File: src/rtl/sweep_seq_ctrl_if.sv
// Sweep job configuration bus: valid/ready handshake plus the job fields
// (bounds, endpoint dwell, half-sweep count) offered to the sweep controller.
interface sweep_seq_if #(
    parameter int WIDTH   = 4,
    parameter int DWELL_W = 4,
    parameter int SWEEP_W = 8
);
    logic               cfg_valid;
    logic               cfg_ready;
    logic [WIDTH-1:0]   cfg_lo;
    logic [WIDTH-1:0]   cfg_hi;
    logic [DWELL_W-1:0] cfg_dwell;
    logic [SWEEP_W-1:0] cfg_sweeps;

    // Job source side
    modport master (
        output cfg_valid,
        output cfg_lo,
        output cfg_hi,
        output cfg_dwell,
        output cfg_sweeps,
        input  cfg_ready
    );

    // Controller side
    modport slave (
        input  cfg_valid,
        input  cfg_lo,
        input  cfg_hi,
        input  cfg_dwell,
        input  cfg_sweeps,
        output cfg_ready
    );
endinterface

File: src/rtl/sweep_seq_ctrl.sv
// Triangle sweep controller: accepts a job (lo, hi, dwell, half-sweep count),
// steps out lo->hi->lo... holding 1+dwell cycles at each endpoint, with
// pause/abort and a done pulse when the programmed half-sweeps complete.
// Illegal bounds (lo >= hi) are rejected with a one-cycle err pulse.
module sweep_seq_ctrl #(
    parameter int WIDTH   = 4,
    parameter int DWELL_W = 4,
    parameter int SWEEP_W = 8
) (
    input  logic             clk,
    input  logic             reset,     // synchronous, active-low
    sweep_seq_if.slave       cfg,
    input  logic             pause_i,
    input  logic             abort_i,
    output logic [WIDTH-1:0] out_o,
    output logic             dir_o,
    output logic             busy_o,
    output logic             done_o,
    output logic             err_o
);

    typedef enum logic [2:0] {
        IDLE    = 3'd0,
        UP      = 3'd1,
        HOLD_HI = 3'd2,
        DOWN    = 3'd3,
        HOLD_LO = 3'd4
    } state_t;

    state_t             state_q, state_d;
    logic [WIDTH-1:0]   out_q, out_d;
    logic               dir_q, dir_d;
    logic               busy_q, busy_d;
    logic               ready_q, ready_d;
    logic               done_q, done_d;
    logic               err_q, err_d;
    logic [WIDTH-1:0]   lo_q, lo_d;
    logic [WIDTH-1:0]   hi_q, hi_d;
    logic [DWELL_W-1:0] dwell_q, dwell_d;
    logic [SWEEP_W-1:0] sweeps_q, sweeps_d;
    logic [SWEEP_W-1:0] half_q, half_d;
    logic [DWELL_W-1:0] dwell_cnt_q, dwell_cnt_d;

    logic [WIDTH-1:0]   out_inc;
    logic [WIDTH-1:0]   out_dec;
    logic [SWEEP_W-1:0] half_inc;
    logic               last_half;

    // Next-state and output decode; every field defaults to holding its value.
    always_comb begin
        state_d     = state_q;
        out_d       = out_q;
        dir_d       = dir_q;
        lo_d        = lo_q;
        hi_d        = hi_q;
        dwell_d     = dwell_q;
        sweeps_d    = sweeps_q;
        half_d      = half_q;
        dwell_cnt_d = dwell_cnt_q;
        done_d      = 1'b0;
        err_d       = 1'b0;

        out_inc   = out_q + WIDTH'(1);
        out_dec   = out_q - WIDTH'(1);
        half_inc  = half_q + SWEEP_W'(1);
        // sweeps==0 means run forever, so the finishing test never fires then
        last_half = (sweeps_q != '0) && (half_inc == sweeps_q);

        case (state_q)
            IDLE: begin
                if (cfg.cfg_valid) begin
                    if (cfg.cfg_lo >= cfg.cfg_hi) begin
                        err_d = 1'b1;
                    end else begin
                        lo_d     = cfg.cfg_lo;
                        hi_d     = cfg.cfg_hi;
                        dwell_d  = cfg.cfg_dwell;
                        sweeps_d = cfg.cfg_sweeps;
                        out_d    = cfg.cfg_lo;
                        dir_d    = 1'b0;
                        half_d   = '0;
                        state_d  = UP;
                    end
                end
            end
            default: begin
                if (abort_i) begin
                    // abort wins over pause; out is left where it stopped
                    state_d = IDLE;
                    dir_d   = 1'b0;
                end else if (!pause_i) begin
                    case (state_q)
                        UP: begin
                            out_d = out_inc;
                            if (out_inc == hi_q) begin
                                if (last_half) begin
                                    state_d = IDLE;
                                    done_d  = 1'b1;
                                    dir_d   = 1'b0;
                                end else begin
                                    half_d = half_inc;
                                    dir_d  = 1'b1;
                                    if (dwell_q == '0) begin
                                        state_d = DOWN;
                                    end else begin
                                        dwell_cnt_d = dwell_q;
                                        state_d     = HOLD_HI;
                                    end
                                end
                            end
                        end
                        DOWN: begin
                            out_d = out_dec;
                            if (out_dec == lo_q) begin
                                if (last_half) begin
                                    state_d = IDLE;
                                    done_d  = 1'b1;
                                    dir_d   = 1'b0;
                                end else begin
                                    half_d = half_inc;
                                    dir_d  = 1'b0;
                                    if (dwell_q == '0) begin
                                        state_d = UP;
                                    end else begin
                                        dwell_cnt_d = dwell_q;
                                        state_d     = HOLD_LO;
                                    end
                                end
                            end
                        end
                        // The turn-around state itself adds the final endpoint
                        // cycle, so leaving at count 1 gives 1+dwell in total.
                        HOLD_HI: begin
                            if (dwell_cnt_q == DWELL_W'(1)) begin
                                state_d = DOWN;
                            end else begin
                                dwell_cnt_d = dwell_cnt_q - DWELL_W'(1);
                            end
                        end
                        HOLD_LO: begin
                            if (dwell_cnt_q == DWELL_W'(1)) begin
                                state_d = UP;
                            end else begin
                                dwell_cnt_d = dwell_cnt_q - DWELL_W'(1);
                            end
                        end
                        default: state_d = IDLE;
                    endcase
                end
            end
        endcase

        busy_d  = (state_d != IDLE);
        ready_d = (state_d == IDLE);
    end

    // State and output registers; active-low reset overrides everything.
    always_ff @(posedge clk) begin
        if (!reset) begin
            state_q     <= IDLE;
            out_q       <= '0;
            dir_q       <= 1'b0;
            busy_q      <= 1'b0;
            ready_q     <= 1'b1;
            done_q      <= 1'b0;
            err_q       <= 1'b0;
            lo_q        <= '0;
            hi_q        <= '0;
            dwell_q     <= '0;
            sweeps_q    <= '0;
            half_q      <= '0;
            dwell_cnt_q <= '0;
        end else begin
            state_q     <= state_d;
            out_q       <= out_d;
            dir_q       <= dir_d;
            busy_q      <= busy_d;
            ready_q     <= ready_d;
            done_q      <= done_d;
            err_q       <= err_d;
            lo_q        <= lo_d;
            hi_q        <= hi_d;
            dwell_q     <= dwell_d;
            sweeps_q    <= sweeps_d;
            half_q      <= half_d;
            dwell_cnt_q <= dwell_cnt_d;
        end
    end

    assign out_o         = out_q;
    assign dir_o         = dir_q;
    assign busy_o        = busy_q;
    assign done_o        = done_q;
    assign err_o         = err_q;
    assign cfg.cfg_ready = ready_q;

endmodule
File: src/flat_wrapper.sv
// flat-port wrapper written by rule: the top's interface ports become plain ports
module sweep_seq_ctrl_flat 
#(
    parameter int WIDTH   = 4,
    parameter int DWELL_W = 4,
    parameter int SWEEP_W = 8
)
  (clk, reset, pause_i, abort_i, out_o, dir_o, busy_o, done_o, err_o, cfg_cfg_valid, cfg_cfg_lo, cfg_cfg_hi, cfg_cfg_dwell, cfg_cfg_sweeps, cfg_cfg_ready);
  sweep_seq_if #(.WIDTH(WIDTH), .DWELL_W(DWELL_W), .SWEEP_W(SWEEP_W)) cfg_i ();
  input  logic clk;
  input  logic reset;
  input  logic pause_i;
  input  logic abort_i;
  output logic [WIDTH-1:0] out_o;
  output logic dir_o;
  output logic busy_o;
  output logic done_o;
  output logic err_o;
  input wire logic [$bits(cfg_i.cfg_valid)-1:0] cfg_cfg_valid;
  input wire logic [$bits(cfg_i.cfg_lo)-1:0] cfg_cfg_lo;
  input wire logic [$bits(cfg_i.cfg_hi)-1:0] cfg_cfg_hi;
  input wire logic [$bits(cfg_i.cfg_dwell)-1:0] cfg_cfg_dwell;
  input wire logic [$bits(cfg_i.cfg_sweeps)-1:0] cfg_cfg_sweeps;
  output wire logic [$bits(cfg_i.cfg_ready)-1:0] cfg_cfg_ready;
  assign cfg_i.cfg_valid = cfg_cfg_valid;
  assign cfg_i.cfg_lo = cfg_cfg_lo;
  assign cfg_i.cfg_hi = cfg_cfg_hi;
  assign cfg_i.cfg_dwell = cfg_cfg_dwell;
  assign cfg_i.cfg_sweeps = cfg_cfg_sweeps;
  assign cfg_cfg_ready = cfg_i.cfg_ready;
  sweep_seq_ctrl #(.WIDTH(WIDTH), .DWELL_W(DWELL_W), .SWEEP_W(SWEEP_W)) u_core (.clk(clk), .reset(reset), .cfg(cfg_i), .pause_i(pause_i), .abort_i(abort_i), .out_o(out_o), .dir_o(dir_o), .busy_o(busy_o), .done_o(done_o), .err_o(err_o));
endmodule
File: config.mk
export PLATFORM = sky130hd
export DESIGN_NAME = sweep_seq_ctrl_flat
export DESIGN_NICKNAME = d
export VERILOG_FILES = /design/src/rtl/sweep_seq_ctrl_if.sv /design/src/rtl/sweep_seq_ctrl.sv /design/src/flat_wrapper.sv
export SDC_FILE = /design/constraint.sdc
export NUM_CORES = 1
export LEC_CHECK = 0
export ABC_AREA = 1
export CAP_MARGIN = 5
export CELL_PAD_IN_SITES_DETAIL_PLACEMENT = 1
export CELL_PAD_IN_SITES_GLOBAL_PLACEMENT = 2
export CORE_AREA = 2 2 68 134
export DETAILED_ROUTE_END_ITERATION = 10
export DIE_AREA = 0 0 70 136
export PLACE_DENSITY = 0.88
export SYNTH_ARGS = -nofsm -noshare
export SYNTH_HDL_FRONTEND = slang
export SYNTH_SLANG_ARGS = --single-unit
File: constraint.sdc
create_clock -name clk -period 3.6 [get_ports clk]
set_clock_uncertainty 0.2 [all_clocks]
set_input_delay 0.72 -clock clk [delete_from_list [all_inputs] [get_ports clk]]
set_output_delay 0.72 -clock clk [all_outputs]
set_load 0.1 [all_outputs]
==> results.yml, run 1 <==
cells_and_area:
  fin_nets: 471
  finalNonFillerCells: 538
  layout-drive-gt1-share_pct: 14.16
  area_growth_pct: 19.15
  antennaDiodeCount: 0
  n_fill_cell: 1126
critical_path:
  cp_num_buf_inv: 4
  path_max_fanout: 28
  reg2regPathDepth: 12
  crit_end: "u_core.dwell_q[0]"
  crit_path_top_delay_cell: "clkdlybuf4s50_1"
  slowest_delay_ns: 0.45
  regToRegSetupSlack_ns: 1.01
  worstSetupPathType: "input pin to flip-flop"
  path_cells: "clkdlybuf4s50_1 > inv_1 > ha_1 > inv_1 > nor2_1 > nor2_1 > o211ai_1 > nor3_2 > inv_2 > o21ai_0 > a21oi_1"
  critPathLaunchType: "input pin"
  cp.arrival_ns: 2.76
  required_ns: 3.62
  cp_top_family: "buffers and inverters"
  r2r-start: "u_core.out_o[0]"
  crit_path_start: "cfg_cfg_hi[1]"
  crit_cells: 11
  reg2reg_to: "u_core.dwell_cnt_q[2]"
  crit_path_end_kind: "flip-flop"
timing:
  drv_slew: 0
  min_period_ns: 2.740
  timing.fmax_mhz: 364.9
  setup_tns_ns: 0
  rsz0062_at_grt: "false"
  setup_violations: 0
  hold_viol_final: 0
  period_share_pct: 76.12
  slew_headroom_pct: 35.63
  worst_slew_pin_slew_ns: 0.9625
pwr:
  power_frac_comb_pct: 31.6
  switching_power_w: 0.0005707
  power.total_w: 0.001545
  clock_power_share_pct: 30.7
  power_density_nw_per_um2: 462.6
  static-leakage-power_nw: 1.460
  vdd_drop_max_mv: 0.2219
  internal_power_w: 0.0009741
  swShare_pct: 36.95
  seq_power_share_pct: 37.7
routing:
  ant_nets: 0
  vias: 2705
  drtPass1Iterations: 4
  drt-total-wl_um: 7975
  viasPerCell: 5.028
  wire_per_inst_um: 14.82
  drcViolationCount: 0
  drtIter0Drc: 68
cts:
  cts.sink_count: 44
  cts-root-buf: "clkbuf_16"
  cts_buffer_depth: 2
  h-tree-depth: 2
  cts_hold_buf: 0
  post_cts_buffers: 0
  insertion_delay_ns: 0.29
  cts_inserted_buffers: 5
  tritoncts: "built"
  post_cts_resized: 0
  clk_pin_slew_ns: 0.06
global_routing:
  grt_pass1_vias: 2913
  grt_pass1_wl_um: 13430
  grt_overflow: 0
  antenna_found_initial: 0
  grt_start_max_net_pins: 29
  track_usage_pct: 17.84
outcome:
  outcome: "finished clean"
logic_synthesis:
  syn-num-nets: 439
  yosysMostFrequentCell: "nand2_1"
  ys_async_sr_fraction_pct: 0
  syn_avg_cell_area_um2: 6.920
  yosys_register_bits: 44
  synth_area_leaders: "dfxtp_1 (31%), nand2_1 (12%), a21oi_1 (7.0%)"
  yosysTopAreaCell: "dfxtp_1"
  synth-main-ff-cell: "dfxtp_1"
  synthTopCellsByCount: "nand2_1 (88), inv_1 (51), dfxtp_1 (44)"
  yosysSeqAreaShare_pct: 31.43
  ys_types: 39
  synth_edf_count: 0
  synth_top_area_share_pct: 31.43
  netlist_area_um2: 2803
  ys_warn_count: 0
  netlist_instances: 405
placement:
  dp_hpwl_um: 6194
  numPortBuffers: 33
  dp_cells: 530
  place_congestion: 0.7811
floorplanning:
  die_y_um: 136
  rows: 48
  fp.coreArea_um2: 8528
  die_area_um2: 9520
  initial_core_util_pct: 32.86
  die_x_um: 70
  pin_count: 34
job:
  cap_violations: 0
min_path:
  hold_path.class: "flip-flop to flip-flop"
[flip-flops by register name, indices dropped and copies added, names as in the netlist]
name,flops
u_core.half_q,8
u_core.sweeps_q,8
u_core.dwell_cnt_q,4
u_core.dwell_q,4
u_core.hi_q,4
u_core.lo_q,4
u_core.out_o,4
u_core.state_q,3
u_core.busy_o,1
u_core.cfg.cfg_ready,1
u_core.dir_o,1
u_core.done_o,1
u_core.err_o,1
[cells in the final DEF, fill, tap and decap left out, types with 2 or more instances in the layout]
| master | synthesis | routed |
|---|---|---|
| nor2_1 | 37 | 37 |
| ha_1 | 9 | 9 |
| nand3_1 | 17 | 17 |
| a21oi_1 | 39 | 39 |
| buf_4 | 0 | 10 |
| clkdlybuf4s50_1 | 0 | 25 |
| xor2_1 | 5 | 5 |
| inv_1 | 51 | 51 |
| nor2_2 | 6 | 6 |
| o21ai_2 | 2 | 2 |
| inv_2 | 6 | 6 |
| nand2_2 | 7 | 7 |
| nor2_4 | 3 | 3 |
| nand2_1 | 88 | 88 |
| nand2_4 | 4 | 4 |
| nand3_4 | 3 | 3 |
| nor3_2 | 4 | 4 |
| nor3_1 | 3 | 3 |
| o21ai_0 | 33 | 33 |
| a21oi_2 | 2 | 2 |
| nor2_8 | 3 | 3 |
| xnor2_1 | 3 | 3 |
| nand3_2 | 2 | 2 |
| a31oi_1 | 2 | 2 |
| a211oi_1 | 2 | 2 |
| o21ai_1 | 4 | 4 |
| nand4_1 | 5 | 5 |
| dfxtp_1 | 44 | 44 |
| clkbuf_16 | 0 | 5 |
| nand3b_1 | 4 | 4 |
[per-stage QoR]
step | setup WS, ns | area (um2) | util [%] | hold WS [ns]
after floorplan | 0.7022 | 2803 | - | 0.2439
after global placement | 0.6248 | 3189 | 37.40 | 0.2560
after detailed placement | 0.5190 | 3189 | 37.40 | 0.2722
after CTS | 0.8238 | 3339 | 39.16 | 0.2818
after global routing | 0.5916 | 3339 | 39.16 | 0.3023
final | 0.8596 | 3339 | 39.16 | 0.2769
[cell families after synthesis]
group / after synthesis / synth area share (%)
xor gates and xnor gates: 8 / 2.500
AOI/OAI and AO/OA: 87 / 16.88
adders and majority gates: 9 / 4.018
buffers and inverters: 69 / 10.27
and+or+nand+nor: 188 / 34.91
DFF: 44 / 31.43
[how the worst min path moves through the flow]
stage | cells after the start | end | slack [ns] | from
after CTS | 2 | u_core.lo_q[3] | 0.28 | u_core.lo_q[3]
after global routing | 2 | u_core.dwell_q[0] | 0.30 | u_core.dwell_q[0]
after detailed placement | 2 | u_core.lo_q[3] | 0.27 | u_core.lo_q[3]
after floorplan | 2 | u_core.dwell_q[0] | 0.24 | u_core.dwell_q[0]
final | 2 | u_core.lo_q[3] | 0.28 | u_core.lo_q[3]
after global placement | 2 | u_core.dwell_q[0] | 0.26 | u_core.dwell_q[0]
[tightest hold or removal path, stage by stage, from the launching register on]
cell and delay [ns]:
dfxtp_1 0.31, inv_1 0.06, a21oi_1 0.06
[power groups by stage]
stage	registers [W]	logic [W]	clock network, W
3_3_place_gp	0.000592	0.000479	0
2_1_floorplan	0.000650	0.000307	0
6_report	0.000582	0.000489	0.000474
4_1_cts	0.000582	0.000495	0.000496
3_5_place_dp	0.000593	0.000491	0
5_1_grt	0.000590	0.000541	0.000512
[routing by layer]
layer | part of all wire (%) | vias to the layer above | track usage, %
met1 | 36 | 1294 | 17.34
met2 | 59 | 36 | 36.14
li1 | - | 1362 | -
met5 | 0 | - | 0
met4 | 2.9 | 0 | 8.013
met3 | 2.1 | 13 | 2.224
[final cells by class]
class,count,area (um2),area share (%)
Tap cell,100,125.1,3.747
Clock inverter,1,7.507,0.2248
Clock buffer,7,142.6,4.271
Sequential cell,44,880.8,26.38
Multi-Input combinational cell,292,1634,48.93
Timing Repair Buffer,35,325.3,9.741
Inverter,59,224.0,6.707
No activity file was read; power rests on OpenSTA's default activity.
==> run 2, diff against run 1 <==
CORE_AREA = 2 2 74 147   (was 2 2 68 134)
DIE_AREA = 0 0 76 149   (was 0 0 70 136)
PLACE_DENSITY = 0.79   (was 0.88)
clock period = 2.3 ns   (was 3.6 ns; I/O delays follow)
==> run 2 against run 1 <==
Non-clock buffer count grew 44. Count of clock-buffer cells in the layout is the same. Combinational power grew 110%. Critical path type is now flip-flop to flip-flop. Largest cell class unchanged.
==> results.yml, run 2 (synthesis gave the netlist of run 1 again) <==
critical_path:
  cp.arrival_ns: 2.22
  critPathLaunchType: "flip-flop"
  crit_path_end_kind: "flip-flop"
  path_max_fanout: 5
  worstSetupPathType: "flip-flop to flip-flop"
  required_ns: 2.27
floorplanning:
  fp.coreArea_um2: 10280
  initial_core_util_pct: 27.27
  die_x_um: 76
  rows: 53
  die_y_um: 149
  die_area_um2: 11320
  pin_count: 34
timing:
  min_period_ns: 2.250
  fin_hold_ws_ns: 0.2746
  period_share_pct: 97.83
  worst_slew_pin_slew_ns: 0.3310
  setup_violations: 0
  slew_headroom_pct: 77.90
  hold_viol_final: 0
  drv_slew: 0
  timing.fmax_mhz: 444.4
  rsz0062_at_grt: "true"
cts:
  cts_hold_buf: 0
  clk_pin_slew_ns: 0.06
  insertion_delay_ns: 0.28
  tritoncts: "built"
  cts_buffer_depth: 2
  cts.sink_count: 44
  h-tree-depth: 2
  cts_inserted_buffers: 5
  cts-root-buf: "clkbuf_16"
routing:
  drtPass1Iterations: 4
  wire_per_inst_um: 14.11
  drtIter0Drc: 62
  drcViolationCount: 0
  drt-total-wl_um: 8735
  vias: 2824
  viasPerCell: 4.562
  ant_nets: 0
pwr:
  power_density_nw_per_um2: 667.8
  swShare_pct: 36.02
  power_frac_comb_pct: 38.0
  clock_power_share_pct: 28.0
  switching_power_w: 0.0009674
  seq_power_share_pct: 34.0
  static-leakage-power_nw: 1.762
  vdd_drop_max_mv: 0.3317
  internal_power_w: 0.001718
global_routing:
  grt_pass1_wl_um: 14090
  track_usage_pct: 15.49
  antenna_found_initial: 0
  grt_start_max_net_pins: 26
  grt_overflow: 0
  grt_pass1_vias: 2845
cells_and_area:
  antennaDiodeCount: 0
  top_regs: "u_core.half_q (8), u_core.sweeps_q (8)"
  stdcell_area_um2: 4021
  layout_common_cells: "nand2_1 (72), buf_4 (48), inv_1 (44)"
  fin_nets: 516
  layout-drive-gt1-share_pct: 32.57
  layout_commonest_cell: "nand2_1"
  area_growth_pct: 43.48
min_path:
  hold_path.class: "flip-flop to flip-flop"
outcome:
  outcome: "finished clean"
placement:
  dp_hpwl_um: 6219
  numPortBuffers: 33
  place_congestion: 0.7517
  dpl_cell_area_um2: 3506
job:
  cap_violations: 0
## run 2: per-stage QoR
step	cells	util, %	setup TNS, ns	total power [W]	setup WS [ns]
6_report	619	39.12	0	0.002686	0.04983
3_3_place_gp	597	34.11	-12.51	0.001765	-0.4228
2_1_floorplan	405	-	0	0.001508	0.01291
3_5_place_dp	597	34.11	-13.69	0.001775	-0.4365
4_1_cts	612	37.37	0	0.002613	0.009188
5_1_grt	619	39.12	-0.3248	0.002847	-0.06455
## run 2: cell type report
cell class,count,area [um2]
Fill cell,1299,6257
Multi-Input combinational cell,293,1851
Sequential cell,44,894.6
Timing Repair Buffer,79,728.2
Inverter,59,224.0
Tap cell,137,171.4
Clock buffer,7,152.6
## run 2: power groups by stage
| stage | clock (W) | combinational (W) | sequential (W) |
|---|---|---|---|
| 2_1_floorplan | 0 | 0.000488 | 0.00102 |
| 3_3_place_gp | 0 | 0.000843 | 0.000923 |
| 3_5_place_dp | 0 | 0.000852 | 0.000923 |
| 4_1_cts | 0.000775 | 0.000930 | 0.000908 |
| 5_1_grt | 0.000806 | 0.00112 | 0.000924 |
| 6_report | 0.000751 | 0.00102 | 0.000914 |
## run 2: worst max-delay path: stages, from the launching register on
cell and delay [ns]:
dfxtp_4 0.36, ha_4 0.27, inv_2 0.03, nand2_1 0.04, nand2_1 0.06, nor2_2 0.12
nand3_1 0.10, nor2_2 0.16, nand3_4 0.12, nor2_8 0.16, nand2_4 0.09, nand3_1 0.08
nand2_1 0.07, nand2_1 0.07, nand2_2 0.06, nand2_2 0.06, nand3_1 0.07
## run 2: final timing paths
kind	from	endpoint	slack (ns)	cells after the start
min reg2reg	u_core.lo_q[3]	u_core.lo_q[3]	0.27	2
max	u_core.half_q[1]	u_core.busy_o	0.05	16
min	u_core.lo_q[3]	u_core.lo_q[3]	0.27	2
max reg2reg	u_core.half_q[1]	u_core.busy_o	0.05	16
## run 2: metal layers
| metal | wire, um | global-route usage [%] | share of wire (%) |
|---|---|---|---|
| met2 | 4535 | 28.21 | 52 |
| met5 | 0 | 0 | 0 |
| met3 | 231 | 2.119 | 2.6 |
| met4 | 106 | 4.545 | 1.2 |
| met1 | 3861 | 18.87 | 44 |
## run 2: repair_timing
| item | CTS | global route |
|---|---|---|
| cloned | 3 | 0 |
| pin swaps | 13 | 22 |
| setup endpoints to repair | 36 | 43 |
| buffers inserted | 5 | 7 |
| resized for setup | 41 | 41 |
==> run 3, diff against run 2 <==
CTS_CLUSTER_DIAMETER = 150   (was default)
clock period = 1.9 ns   (was 2.3 ns; I/O delays follow)
==> run 3 against run 2 <==
The run now ends with negative setup slack left. Via count rose by 5.9%. Sequential power rose by 20%. Worst setup slack got worse by 0.31 ns. Non-clock buffer count is 36 higher. Cell count increased by 6.0%. Clock power up 25%. First-iteration DRC count increased by 9.7%. Utilization up 4.8 points. Critical path depth is the same. Flip-flop and latch count unchanged. Combinational power rose by 41%. Largest cell class unchanged.
==> results.yml, run 3 (synthesis gave the netlist of run 1 again) <==
cts:
  cts-root-buf: "clkbuf_16"
  tritoncts: "built"
  clk_pin_slew_ns: 0.07
  cts.sink_count: 44
  h-tree-depth: 2
  insertion_delay_ns: 0.30
  cts_inserted_buffers: 5
  cts_buffer_depth: 2
critical_path:
  reg2regPathDepth: 16
  r2r-start: "u_core.out_o[1]"
  cp.arrival_ns: 2.21
  critPathLaunchType: "flip-flop"
  regToRegSetupSlack_ns: -0.26
  reg2reg_to: "u_core.cfg.cfg_ready"
  crit_path_end_kind: "flip-flop"
  path_max_fanout: 4
  worstSetupPathType: "flip-flop to flip-flop"
  required_ns: 1.95
cells_and_area:
  postLayoutCoreUtil_pct: 43.97
  area_growth_pct: 61.25
  fin_nets: 552
  finalNonFillerCells: 656
  layout_common_cells: "nand2_1 (76), buf_4 (76), inv_1 (41)"
  stdcell_area_um2: 4519
  antennaDiodeCount: 0
  top_regs: "u_core.half_q (8), u_core.sweeps_q (8)"
  layout-drive-gt1-share_pct: 44.12
routing:
  vias: 2990
  viasPerCell: 4.558
  wire_per_inst_um: 14.22
  drtPass1Iterations: 4
  drtIter0Drc: 68
  ant_nets: 0
  drt-total-wl_um: 9330
  drcViolationCount: 0
timing:
  worst_slew_pin_slew_ns: 0.2894
  slew_headroom_pct: 80.56
  min_period_ns: 2.161
  rsz0062_at_grt: "true"
  drv_slew: 0
  hold_viol_final: 0
  setup_tns_ns: -4.332
  period_share_pct: 113.8
  fin_ws_ns: -0.2615
  timing.fmax_mhz: 462.7
  setup_violations: 19
pwr:
  clock_power_share_pct: 27.0
  switching_power_w: 0.001292
  power_density_nw_per_um2: 770.8
  vdd_drop_max_mv: 0.7645
  swShare_pct: 37.08
  internal_power_w: 0.002192
  power_frac_comb_pct: 41.4
  seq_power_share_pct: 31.7
  static-leakage-power_nw: 1.948
floorplanning:
  fp.coreArea_um2: 10280
  rows: 53
  die_x_um: 76
  die_y_um: 149
  pin_count: 34
  die_area_um2: 11320
  initial_core_util_pct: 27.27
min_path:
  hold_end: "u_core.hi_q[1]"
  hold_start: "cfg_cfg_hi[1]"
  hold_depth: 4
  hold_path.class: "input pin to flip-flop"
global_routing:
  antenna_found_initial: 0
  track_usage_pct: 17.21
  grt_overflow: 0
  grt_start_max_net_pins: 31
  grt_pass1_vias: 3264
  grt_pass1_wl_um: 15510
placement:
  dp_cells: 630
  dp_hpwl_um: 6453
  numPortBuffers: 33
  dpl_cell_area_um2: 3928
  place_ws_ns: -0.7906
  place_congestion: 0.8031
outcome:
  violations: "negative setup slack"
  outcome: "finished, violations left"
job:
  cap_violations: 0
==> run 3: changes by cell type in the layout (fill, tap and decap cells not counted), sizes merged <==
cell           before  now
clkbuf              7    9
clkinv              1    2
dlygate4sd2         5    0
dlymetal6s2s        2    0
clkdlybuf4s15       1    0
buf                55   96
clkinvlp            0    1
==> run 3: worst max-delay path, cell delays in order, from the launching register on <==
cell,delay (ns)
dfxtp_4,0.38
inv_4,0.04
ha_4,0.29
xor2_1,0.16
nand2_1,0.09
nor2_1,0.10
nand2_1,0.09
nand2_2,0.11
buf_4,0.12
inv_2,0.05
nor2_2,0.07
nand2_1,0.05
nand2_1,0.08
nand2_2,0.07
nor2_2,0.11
nand2_1,0.05
nand2_1,0.05
==> run 3: layout make-up <==
class	count	area, um2
clock buffer	6	138.9
clock inverter	2	13.76
fill	1263	5759
inverter	59	236.5
multi-input combinational	293	1978
sequential	44	898.4
tap	137	171.4
timing repair buffer	115	1082
==> run 3: how the worst max path moves through the flow <==
| stage | slack, ns | end | start |
|---|---|---|---|
| 4_1_cts | -0.26 | u_core.busy_o | u_core.half_q[1] |
| 3_3_place_gp | -0.72 | u_core.half_q[0] | cfg_cfg_hi[1] |
| 2_1_floorplan | -0.32 | u_core.half_q[1] | u_core.out_o[0] |
| 3_5_place_dp | -0.79 | u_core.half_q[3] | cfg_cfg_hi[1] |
| 6_report | -0.26 | u_core.cfg.cfg_ready | u_core.out_o[1] |
| 5_1_grt | -0.46 | u_core.cfg.cfg_ready | u_core.out_o[0] |
==> run 3: routing by layer <==
metal	up-vias	share of wire, %	GRT usage (%)
met3	11	2.2	2.724
met4	0	2.1	6.727
met5	-	0	0
li1	1530	-	-
met1	1406	42	19.19
met2	43	53	32.37
==> run 3: what timing repair did <==
item | CTS | global route
resized for setup | 67 | 62
hold buffers | 0 | 0
pin swaps | 28 | 23
setup buffers | 12 | 4
endpoints found under the setup margin | 44 | 41
gates cloned | 4 | 0
==> run 3: power groups by stage <==
stage | Sequential, W | Combinational [W] | Clock (W)
2_1_floorplan | 0.00124 | 0.000617 | 0
3_3_place_gp | 0.00112 | 0.00121 | 0
3_5_place_dp | 0.00112 | 0.00123 | 0
4_1_cts | 0.00110 | 0.00139 | 0.000961
5_1_grt | 0.00112 | 0.00156 | 0.000990
6_report | 0.00110 | 0.00144 | 0.000939
==> run 3: per-stage QoR <==
step / hold WS [ns] / power, W
detailed placement: 0.2680 / 0.002350
CTS: 0.2415 / 0.003456
finish: 0.2053 / 0.003483
global route: 0.2078 / 0.003670
global placement: 0.2567 / 0.002331
floorplan: 0.2439 / 0.001859
